===== config.mk =====
export PLATFORM = sky130hd
export DESIGN_NAME = audio_tone_player
export DESIGN_NICKNAME = d
export VERILOG_FILES = /design/src/rtl/audio_tone_player_pkg.sv /design/src/rtl/audio_tone_player_tone_square_gen.sv /design/src/rtl/audio_tone_player.sv
export SDC_FILE = /design/constraint.sdc
export NUM_CORES = 1
export LEC_CHECK = 0
export CAP_MARGIN = 15
export CORE_UTILIZATION = 46
export DETAILED_ROUTE_END_ITERATION = 10
export GPL_TIMING_DRIVEN = 0
export REMOVE_ABC_BUFFERS = 1
export SLEW_MARGIN = 20
export SYNTH_ARGS = -nofsm -noshare
export SYNTH_HDL_FRONTEND = slang
export SYNTH_SLANG_ARGS = --single-unit

===== constraint.sdc =====
create_clock -name clk -period 4.75 [get_ports clk]
set_input_delay 0.7125 -clock clk [delete_from_list [all_inputs] [get_ports clk]]
set_output_delay 0.7125 -clock clk [all_outputs]
set_load 0.1 [all_outputs]

===== src/rtl/audio_tone_player_pkg.sv =====
// Shared constants for the tone player: note frequencies, divider states and
// I2S frame timing (bit positions within the free-running frame counter).
package audio_tone_player_pkg;

  localparam logic [31:0] NOTE_C       = 32'd262;
  localparam logic [31:0] NOTE_D       = 32'd294;
  localparam logic [31:0] NOTE_E       = 32'd330;
  localparam logic [31:0] NOTE_F       = 32'd349;
  localparam logic [31:0] NOTE_G       = 32'd392;
  localparam logic [31:0] NOTE_A       = 32'd440;
  localparam logic [31:0] NOTE_B       = 32'd494;
  localparam logic [31:0] NOTE_HC      = 32'd524;
  localparam logic [31:0] NOTE_HD      = 32'd588;
  localparam logic [31:0] NOTE_HE      = 32'd660;
  localparam logic [31:0] NOTE_HF      = 32'd698;
  localparam logic [31:0] NOTE_HG      = 32'd784;
  localparam logic [31:0] NOTE_HA      = 32'd880;
  localparam logic [31:0] NOTE_HB      = 32'd988;
  localparam logic [31:0] NOTE_SILENCE = 32'd50_000_000;

  typedef enum logic [1:0] {
    DIV_IDLE = 2'd0,
    DIV_RUN  = 2'd1,
    DIV_DONE = 2'd2
  } div_state_e;

  localparam int FRAME_BITS  = 9;
  localparam int MCLK_BIT    = 1;
  localparam int SCK_BIT     = 2;
  localparam int LRCK_BIT    = 8;
  localparam int SAMPLE_BITS = 16;
  localparam int DELAY_BITS  = 1;

  function automatic logic is_silent(input logic [31:0] tone, input logic [31:0] max_tone);
    return (tone == 32'd0) || (tone > max_tone);
  endfunction

endpackage


===== src/rtl/audio_tone_player_tone_square_gen.sv =====
// One audio channel: converts a tone in Hz to a half-period by 32-step restoring
// division, then toggles a +/-AMP square wave every half-period clocks.
module tone_square_gen
  import audio_tone_player_pkg::*;
#(
  parameter int unsigned CLK_FREQ = 100000000,
  parameter int unsigned MAX_TONE = 20000,
  parameter logic [15:0] AMP      = 16'h2000
) (
  input  logic                          clk,
  input  logic                          rst_n,
  input  logic [31:0]                   tone_in,
  output logic signed [SAMPLE_BITS-1:0] sample
);

  localparam logic [31:0] DIVIDEND = 32'(CLK_FREQ / 2);

  div_state_e  state_q, state_d;
  logic [31:0] tone_lat_q, tone_lat_d;
  logic [31:0] rem_q, rem_d;
  logic [31:0] quo_q, quo_d;
  logic [4:0]  bit_cnt_q, bit_cnt_d;
  logic [31:0] half_period_q, half_period_d;
  logic [31:0] tog_cnt_q, tog_cnt_d;
  logic        phase_q, phase_d;
  logic [32:0] rem_sh, diff;
  logic        load;
  logic [31:0] load_val;

  always_comb begin
    state_d       = state_q;
    tone_lat_d    = tone_lat_q;
    rem_d         = rem_q;
    quo_d         = quo_q;
    bit_cnt_d     = bit_cnt_q;
    half_period_d = half_period_q;
    tog_cnt_d     = tog_cnt_q;
    phase_d       = phase_q;
    load          = 1'b0;
    load_val      = half_period_q;
    rem_sh        = {rem_q, quo_q[31]};
    diff          = rem_sh - {1'b0, tone_lat_q};

    case (state_q)
      DIV_IDLE: begin
        if (tone_in != tone_lat_q) begin
          tone_lat_d = tone_in;
          if (is_silent(tone_in, 32'(MAX_TONE))) begin
            load     = 1'b1;
            load_val = 32'd0;
          end else begin
            state_d   = DIV_RUN;
            rem_d     = 32'd0;
            quo_d     = DIVIDEND;
            bit_cnt_d = 5'd0;
          end
        end
      end
      DIV_RUN: begin
        // quo_q doubles as the dividend shift register: each step shifts in one quotient bit
        if (!diff[32]) begin
          rem_d = diff[31:0];
          quo_d = {quo_q[30:0], 1'b1};
        end else begin
          rem_d = rem_sh[31:0];
          quo_d = {quo_q[30:0], 1'b0};
        end
        bit_cnt_d = bit_cnt_q + 5'd1;
        if (bit_cnt_q == 5'd31) state_d = DIV_DONE;
      end
      DIV_DONE: begin
        load     = 1'b1;
        load_val = quo_q;
        state_d  = DIV_IDLE;
      end
      default: state_d = DIV_IDLE;
    endcase

    // a new half-period restarts the count but keeps the current phase
    if (load) begin
      half_period_d = load_val;
      tog_cnt_d     = 32'd0;
    end else if (half_period_q == 32'd0) begin
      tog_cnt_d = 32'd0;
    end else if (tog_cnt_q == half_period_q - 32'd1) begin
      tog_cnt_d = 32'd0;
      phase_d   = ~phase_q;
    end else begin
      tog_cnt_d = tog_cnt_q + 32'd1;
    end
  end

  always_ff @(posedge clk or negedge rst_n) begin
    if (!rst_n) begin
      state_q       <= DIV_IDLE;
      tone_lat_q    <= '0;
      rem_q         <= '0;
      quo_q         <= '0;
      bit_cnt_q     <= '0;
      half_period_q <= '0;
      tog_cnt_q     <= '0;
      phase_q       <= 1'b0;
    end else begin
      state_q       <= state_d;
      tone_lat_q    <= tone_lat_d;
      rem_q         <= rem_d;
      quo_q         <= quo_d;
      bit_cnt_q     <= bit_cnt_d;
      half_period_q <= half_period_d;
      tog_cnt_q     <= tog_cnt_d;
      phase_q       <= phase_d;
    end
  end

  assign sample = (half_period_q == 32'd0) ? '0 :
                  (phase_q ? $signed(AMP) : -$signed(AMP));

endmodule


===== src/rtl/audio_tone_player.sv =====
// Stereo square-wave tone player driving a Pmod I2S DAC; the 9-bit frame counter
// supplies mclk/sck/lrck directly and paces the MSB-first serial data.
module audio_tone_player
  import audio_tone_player_pkg::*;
#(
  parameter int unsigned CLK_FREQ = 100000000,
  parameter int unsigned MAX_TONE = 20000,
  parameter logic [15:0] AMP      = 16'h2000
) (
  input  logic        clk,
  input  logic        rst,
  input  logic [31:0] toneL,
  input  logic [31:0] toneR,
  output logic        audio_mclk,
  output logic        audio_lrck,
  output logic        audio_sck,
  output logic        audio_sdin
);

  logic signed [SAMPLE_BITS-1:0] smp_l, smp_r;
  logic signed [SAMPLE_BITS-1:0] sample_l_q, sample_l_d, sample_r_q, sample_r_d, word;
  logic [FRAME_BITS-1:0]         cnt_q, cnt_d;
  logic                          sdin_q, sdin_d;
  logic [4:0]                    slot;
  logic [3:0]                    bit_idx;

  tone_square_gen #(.CLK_FREQ(CLK_FREQ), .MAX_TONE(MAX_TONE), .AMP(AMP)) u_left (
    .clk     (clk),
    .rst_n   (rst),
    .tone_in (toneL),
    .sample  (smp_l)
  );

  tone_square_gen #(.CLK_FREQ(CLK_FREQ), .MAX_TONE(MAX_TONE), .AMP(AMP)) u_right (
    .clk     (clk),
    .rst_n   (rst),
    .tone_in (toneR),
    .sample  (smp_r)
  );

  always_comb begin
    cnt_d      = cnt_q + 9'd1;
    sample_l_d = sample_l_q;
    sample_r_d = sample_r_q;
    sdin_d     = sdin_q;
    slot       = cnt_d[LRCK_BIT-1:SCK_BIT+1];
    bit_idx    = 4'(5'(SAMPLE_BITS) - slot);
    word       = cnt_d[LRCK_BIT] ? sample_r_q : sample_l_q;

    if (cnt_q == '1) begin
      sample_l_d = smp_l;
      sample_r_d = smp_r;
    end

    // next bit is launched on the sck falling edge; slot 0 is the I2S one-bit delay
    if (cnt_q[SCK_BIT:0] == '1) begin
      if (slot >= 5'(DELAY_BITS) && slot < 5'(DELAY_BITS + SAMPLE_BITS))
        sdin_d = word[bit_idx];
      else
        sdin_d = 1'b0;
    end
  end

  always_ff @(posedge clk or negedge rst) begin
    if (!rst) begin
      cnt_q      <= '0;
      sample_l_q <= '0;
      sample_r_q <= '0;
      sdin_q     <= 1'b0;
    end else begin
      cnt_q      <= cnt_d;
      sample_l_q <= sample_l_d;
      sample_r_q <= sample_r_d;
      sdin_q     <= sdin_d;
    end
  end

  assign audio_mclk = cnt_q[MCLK_BIT];
  assign audio_sck  = cnt_q[SCK_BIT];
  assign audio_lrck = cnt_q[LRCK_BIT];
  assign audio_sdin = sdin_q;

endmodule


Word-level counts from Yosys, hierarchy flattened
Index checks and enable logic that the tools add are counted.
W data, S select, Z words.

operators by class
  reduce and logical (&&, ||, !) cells = 23
  eq/ne operators = 20
  bitwise gates (word level) = 6
  add/sub/neg operators = 10
  muxes and demuxes = 56
  order comparisons = 5

operator list
  kind                     count
  $mux W32                 20
  $pmux W32 S2             6
  $logic_not A32 Y1        4
  $mux W16                 5
  $sub A33 B32 Y33         2
  $add A32 B1 Y32 const B  2
  $eq A32 B32 Y1           2
  $gt A32 B15 Y1 const B   2
  $ne A32 B32 Y1           2
  $sub A32 B1 Y32 const B  2
  $mux W5                  4
  $pmux W5 S2              2
  $reduce_and A3 Y1        6
  $mux W2                  6
  $ne A2 B1 Y1 const B     6
  $add A5 B1 Y5 const B    2
  $eq A5 B5 Y1 const B     2
  $add A9 B1 Y9 const B    1
  $eq A9 B9 Y1 const B     1
  $mux W1                  8
  $pmux W2 S2              2
  $reduce_and A4 Y1        2
  $reduce_bool A2 Y1       4
  $not A1 Y1               6
  14 further kinds         21

word-level totals
  word-level logic and storage cells = 140
  output and inout bits = 4
  register bits = 378
  input port bits = 66

Longest topological paths before layout
  depth in word-level cells = 7
  depth in mapped cells = 13
  depth with buffers taken out = 12

By module
From an unflattened synthesis, not the netlist that was laid out.

second synthesis, totals
  cells, all modules = 2310
  area, all modules = 22819.4 sq um

modules (own cells, without submodules)
  module                     area an instance (sq um)  cells an instance  sequential area each (sq um)  times used
  tone_square_gen (u_right)  10462.5                   1096               4204.0                        1
  tone_square_gen (u_left)   10306.1                   1078               4204.0                        1
  audio_tone_player          2050.7                    136                1051.0                        1

Least setup slack after synthesis
Ideal clock, no wire load.

  kind = reg-to-reg
  start point = register u_left.half_period_q[12]
  end point = register u_left.tog_cnt_q[26]
  arrival = 3172 ps
  setup time = 119 ps
  data required time = 4631 ps
  setup slack = 1460 ps
  stages on the path, launching flop included = 13
  buffers on the path = 3
  period minus slack after synthesis = 3290 ps
  cells stage by stage = dfrtp_1 buf_6 or4_4 or4_1 buf_2 nor4_4 xnor2_1 o31a_1 or4_1 a211o_1 o21bai_4 buf_6 nor2_1

between the ends
  longest elaborated chain between the ends = 5
  elaborated cells between the ends (all ways) = 6
  those cells by class = add/sub (1); eq/ne (1); mux (3); reduce/logical (1)

RTL lines
  what                            line                                      RTL
  start: declaration              audio_tone_player_tone_square_gen.sv:23   logic [31:0] half_period_q, half_period_d;
  start signal: assignment        audio_tone_player_tone_square_gen.sv:109  half_period_q <= half_period_d;
  $sub A32 B1 Y32                 audio_tone_player_tone_square_gen.sv:85   end else if (tog_cnt_q == half_period_q - 32'd1) begin
  $eq A32 B32 Y1                  audio_tone_player_tone_square_gen.sv:85
  $mux W32                        audio_tone_player_tone_square_gen.sv:85
  $mux W32 *                      audio_tone_player_tone_square_gen.sv:83   end else if (half_period_q == 32'd0) begin
  $mux W32 *                      audio_tone_player_tone_square_gen.sv:80   if (load) begin
  named net u_left.tog_cnt_d[26]  audio_tone_player_tone_square_gen.sv:24   logic [31:0] tog_cnt_q, tog_cnt_d;
  end signal: assignment          audio_tone_player_tone_square_gen.sv:110  tog_cnt_q <= tog_cnt_d;
  end: declaration                audio_tone_player_tone_square_gen.sv:24

Mark *: on every way through the listed nets, which the timed path passes. The rest lies on a longest branch.
A chain may end at the register's enable or synchronous reset.

Worst setup path after layout
  start point = register u_right.half_period_q[0]
  end point = register u_right.tog_cnt_q[10]

between the ends
  longest elaborated chain between the ends = 5
  elaborated cells between the ends (all ways) = 6
  those cells by class = add/sub (1); eq/ne (1); mux (3); reduce/logical (1)

RTL lines
  what                             line
  start: declaration               audio_tone_player_tone_square_gen.sv:23
  start signal: assignment         audio_tone_player_tone_square_gen.sv:109
  $sub A32 B1 Y32                  audio_tone_player_tone_square_gen.sv:85
  $eq A32 B32 Y1                   audio_tone_player_tone_square_gen.sv:85
  $mux W32                         audio_tone_player_tone_square_gen.sv:85
  $mux W32 *                       audio_tone_player_tone_square_gen.sv:83
  $mux W32 *                       audio_tone_player_tone_square_gen.sv:80
  named net u_right.tog_cnt_d[10]  audio_tone_player_tone_square_gen.sv:24
  end signal: assignment           audio_tone_player_tone_square_gen.sv:110
  end: declaration                 audio_tone_player_tone_square_gen.sv:24

Marks and branches as above.

==> impl_metrics.tcl <==
set metrics [dict create \
    cts.clk_slew.worst_paths_ns 0.06 \
    synth_top_area_cell "dfrtp_1" \
    setup_tns_ns 0 \
    cts_buffers 40 \
    post-dp-hpwl_um 35600 \
    synth_seq_cells 350 \
    crit_path_start_kind "flop" \
    netlist_area_um2 21000 \
    required_ns 5.17 \
    cpPeakStageDelay_ns 0.70 \
    final_area_um2 23900 \
    maxSlewHeadroom_pct 35.6 \
    viasPerCell 5.71 \
    hold_viol 0 \
    postRouteAntennaNets 0 \
    yosys_most_used_dff "dfrtp_1" \
    cts_buffer_depth 3 \
    ys_async_sr_fraction_pct 100 \
    yosys_warnings 0 \
    fin_ws_ns 0.619 \
    finalWirelength_um 49400 \
    status "finished clean" \
    place.gp.congestion 0.879 \
    rows 77 \
    routedWlPerCell_um 17.2 \
    drtIter0Drc 979 \
    h-tree-depth 2 \
    grt_max_degree 84 \
    layout_common_cells "dfrtp_1 (350), nor2_1 (192), nand2_1 (170)" \
    path_cells "inv_1 -> ha_1 -> nor3b_1 -> nand4_1 -> nor4_1 -> xnor2_1 -> a211o_1 -> a2111oi_0 -> nand4_1 -> nand3_2 -> nor2_1" \
    tightest_slew_ns 0.963 \
    whs_ns 0.0815 \
    cts_setup_buffers 0 \
    cts_resized 0 \
    die_w_um 216 \
    final_util_pct 53.5 \
    grt_pass1_vias 16188 \
    synth.yosys.seq_area_share_pct 41.6 \
    ys_top_cells_by_area "dfrtp_1 (42%), xor2_1 (5.9%), xnor2_1 (5.2%), ha_1 (4.7%), a22o_1 (4.2%)" \
    max_cap_viol_count 0 \
    port_buffers 69 \
    clk_latency_ns 0.56 \
    synth_edf_count 0 \
    pre_cts_ws_ns 0.420 \
    cpMaxStageDelayCell "nor3b_1" \
    synth_top_area_share_pct 41.6 \
    final_nets 2399 \
    avgSynthCellArea_um2 9.43 \
    areaGrowthSynthToFinish_pct 13.5 \
    globalRouteOverflowTotal 0 \
    vias 16407 \
    first_pass_iters 6 \
    fin_skew_ns 0.0117 \
    initial_core_util_pct 47.1 \
    dieArea_um2 46600 \
    cts-hold-fix-buffers 0 \
    die_h_um 216 \
    final_common_cell "dfrtp_1" \
    diodes 0 \
    setup_viol 0 \
    numClockSinks 350 \
    cts_tree "done" \
    ys_types 77 \
    critical_path_class "flop to flop" \
    maxSlewViolCount 0 \
    dpl_cell_area_um2 22500 \
    hp-class "input port to asynchronous set/reset pin" \
    route.detailed.drc 0 \
    critPathArrivalTime_ns 4.55 \
    min_period_over_period_pct 87.0 \
    grt_pass1_wl_um 82700 \
    core-area_um2 44600 \
    cp_max_fo 32 \
    leakage_nw 10.6 \
    peakVddDrop_v 0.000324 \
    crit_top_cell "nand4_1" \
    end_kind "flop" \
    fmax_ghz 0.242 \
    io_pins 70 \
    drive_gt1_share_pct 8.23 \
    antenna_found_initial 0 \
    syn_inst 2229 \
    finalCriticalPeriod_ns 4.13 \
    rsz0062_at_grt "no" \
    power-per-cell-area_nw_per_um2 372 \
    grtUsageTotal_pct 21.5 \
    cts_root_buffer "clkbuf_16" \
]
[stage by stage]
step,cells,total power [W]
floorplan,2124,0.00502
global placement,2785,0.00557
detailed placement,2802,0.00574
CTS,2875,0.00897
global route,2875,0.00935
finish,2875,0.00889
[worst paths after layout]
check                                        end  cells past startpoint  slack [ns]                      from
max reg2reg                u_right.tog_cnt_q[10]                     11        0.62  u_right.half_period_q[0]
min                         u_right.tog_cnt_q[2]                      1        0.08                       rst
min in group clk                 u_right.phase_q                      1        0.47           u_right.phase_q
min reg2reg                      u_right.phase_q                      1        0.47           u_right.phase_q
max                        u_right.tog_cnt_q[10]                     11        0.62  u_right.half_period_q[0]
max in group asynchronous        u_left.rem_q[1]                      2        3.85                       rst
[cells by family (layout without fill, tap and decap cells)]
group / count (synthesis) / count (layout) / synth area share, %
multiplexers: 94 / 94 / 4.88
AND/OR/NAND/NOR: 732 / 732 / 17.1
flip-flops: 350 / 350 / 41.6
buffers and inverters: 227 / 281 / 4.22
AO/OA/AOI/OAI: 476 / 476 / 16.0
adder cells (fa/ha/maj): 82 / 82 / 4.94
XOR/XNOR: 268 / 268 / 11.2
[area by class of cell]
type                    instances  area [um2]
well taps                     592         741
multi-input cells            1652       11500
repair buffers                 86        1070
inverters                     122         458
fillers                      4014       20700
flip-flops and latches        350        8760
clock inverters                16         179
clock buffers                  57        1180
[worst max-delay path, delay by kind of cell, from the launching register on]
| kind | cells | cell delay, ns |
|---|---|---|
| buf+inv | 1 | 0.12 |
| fa+ha+maj | 1 | 0.18 |
| xor+xnor | 1 | 0.12 |
| simple gates | 6 | 2.35 |
| compound gates | 2 | 0.74 |
| flops | 1 | 0.47 |
[layer usage]
layer | vias to the layer above | wire length [um] | global-route usage, %
li1 | 8047 | - | -
met1 | 8010 | 24000 | 30.4
met2 | 276 | 22500 | 34.5
met3 | 74 | 1810 | 2.44
met4 | 0 | 1080 | 6.50
met5 | - | 0 | 0
[cell usage after synthesis, types with 5 or more instances]
cell	n
a211oi_1	13
a21boi_0	5
a21o_1	29
a21oi_1	81
a221o_1	5
a22o_1	102
a22oi_1	14
a31oi_1	11
a32oi_1	7
and2_1	9
and3_1	24
and4_1	5
buf_1	6
buf_2	5
clkbuf_1	90
dfrtp_1	350
ha_1	79
inv_1	122
mux2_2	68
mux2i_1	26
nand2_1	170
nand2b_1	15
nand3_1	92
nand3b_1	8
nand4_1	34
nor2_1	193
nor2b_1	23
nor3_1	47
nor3b_1	6
nor4_1	46
o211ai_1	14
o21a_1	13
o21ai_0	98
o21bai_1	5
o221ai_1	5
o22ai_1	6
o311ai_0	16
o31ai_1	10
o41ai_1	5
or2_2	8
or3_1	21
or4_1	15
xnor2_1	126
xor2_1	142
[sequential cells by signal, summed over array words and instances (netlist names), 9 cells and up]
signal                 cells
u_right.half_period_q     32
u_left.half_period_q      32
u_right.tog_cnt_q         32
u_right.quo_q             32
u_left.tog_cnt_q          32
u_right.tone_lat_q        32
u_right.rem_q             32
u_left.tone_lat_q         32
u_left.quo_q              32
u_left.rem_q              32
cnt_q                      9
[power by group]
group	total, W	switching [W]	internal (W)	leakage [nW]
sequential	0.00344	0.000215	0.00323	4.35
combinational	0.00226	0.00128	0.000981	5.55
clock	0.00318	0.00129	0.00189	0.654
total	0.00889	0.00278	0.00610	10.6
(Power assumes the default switching activity.)
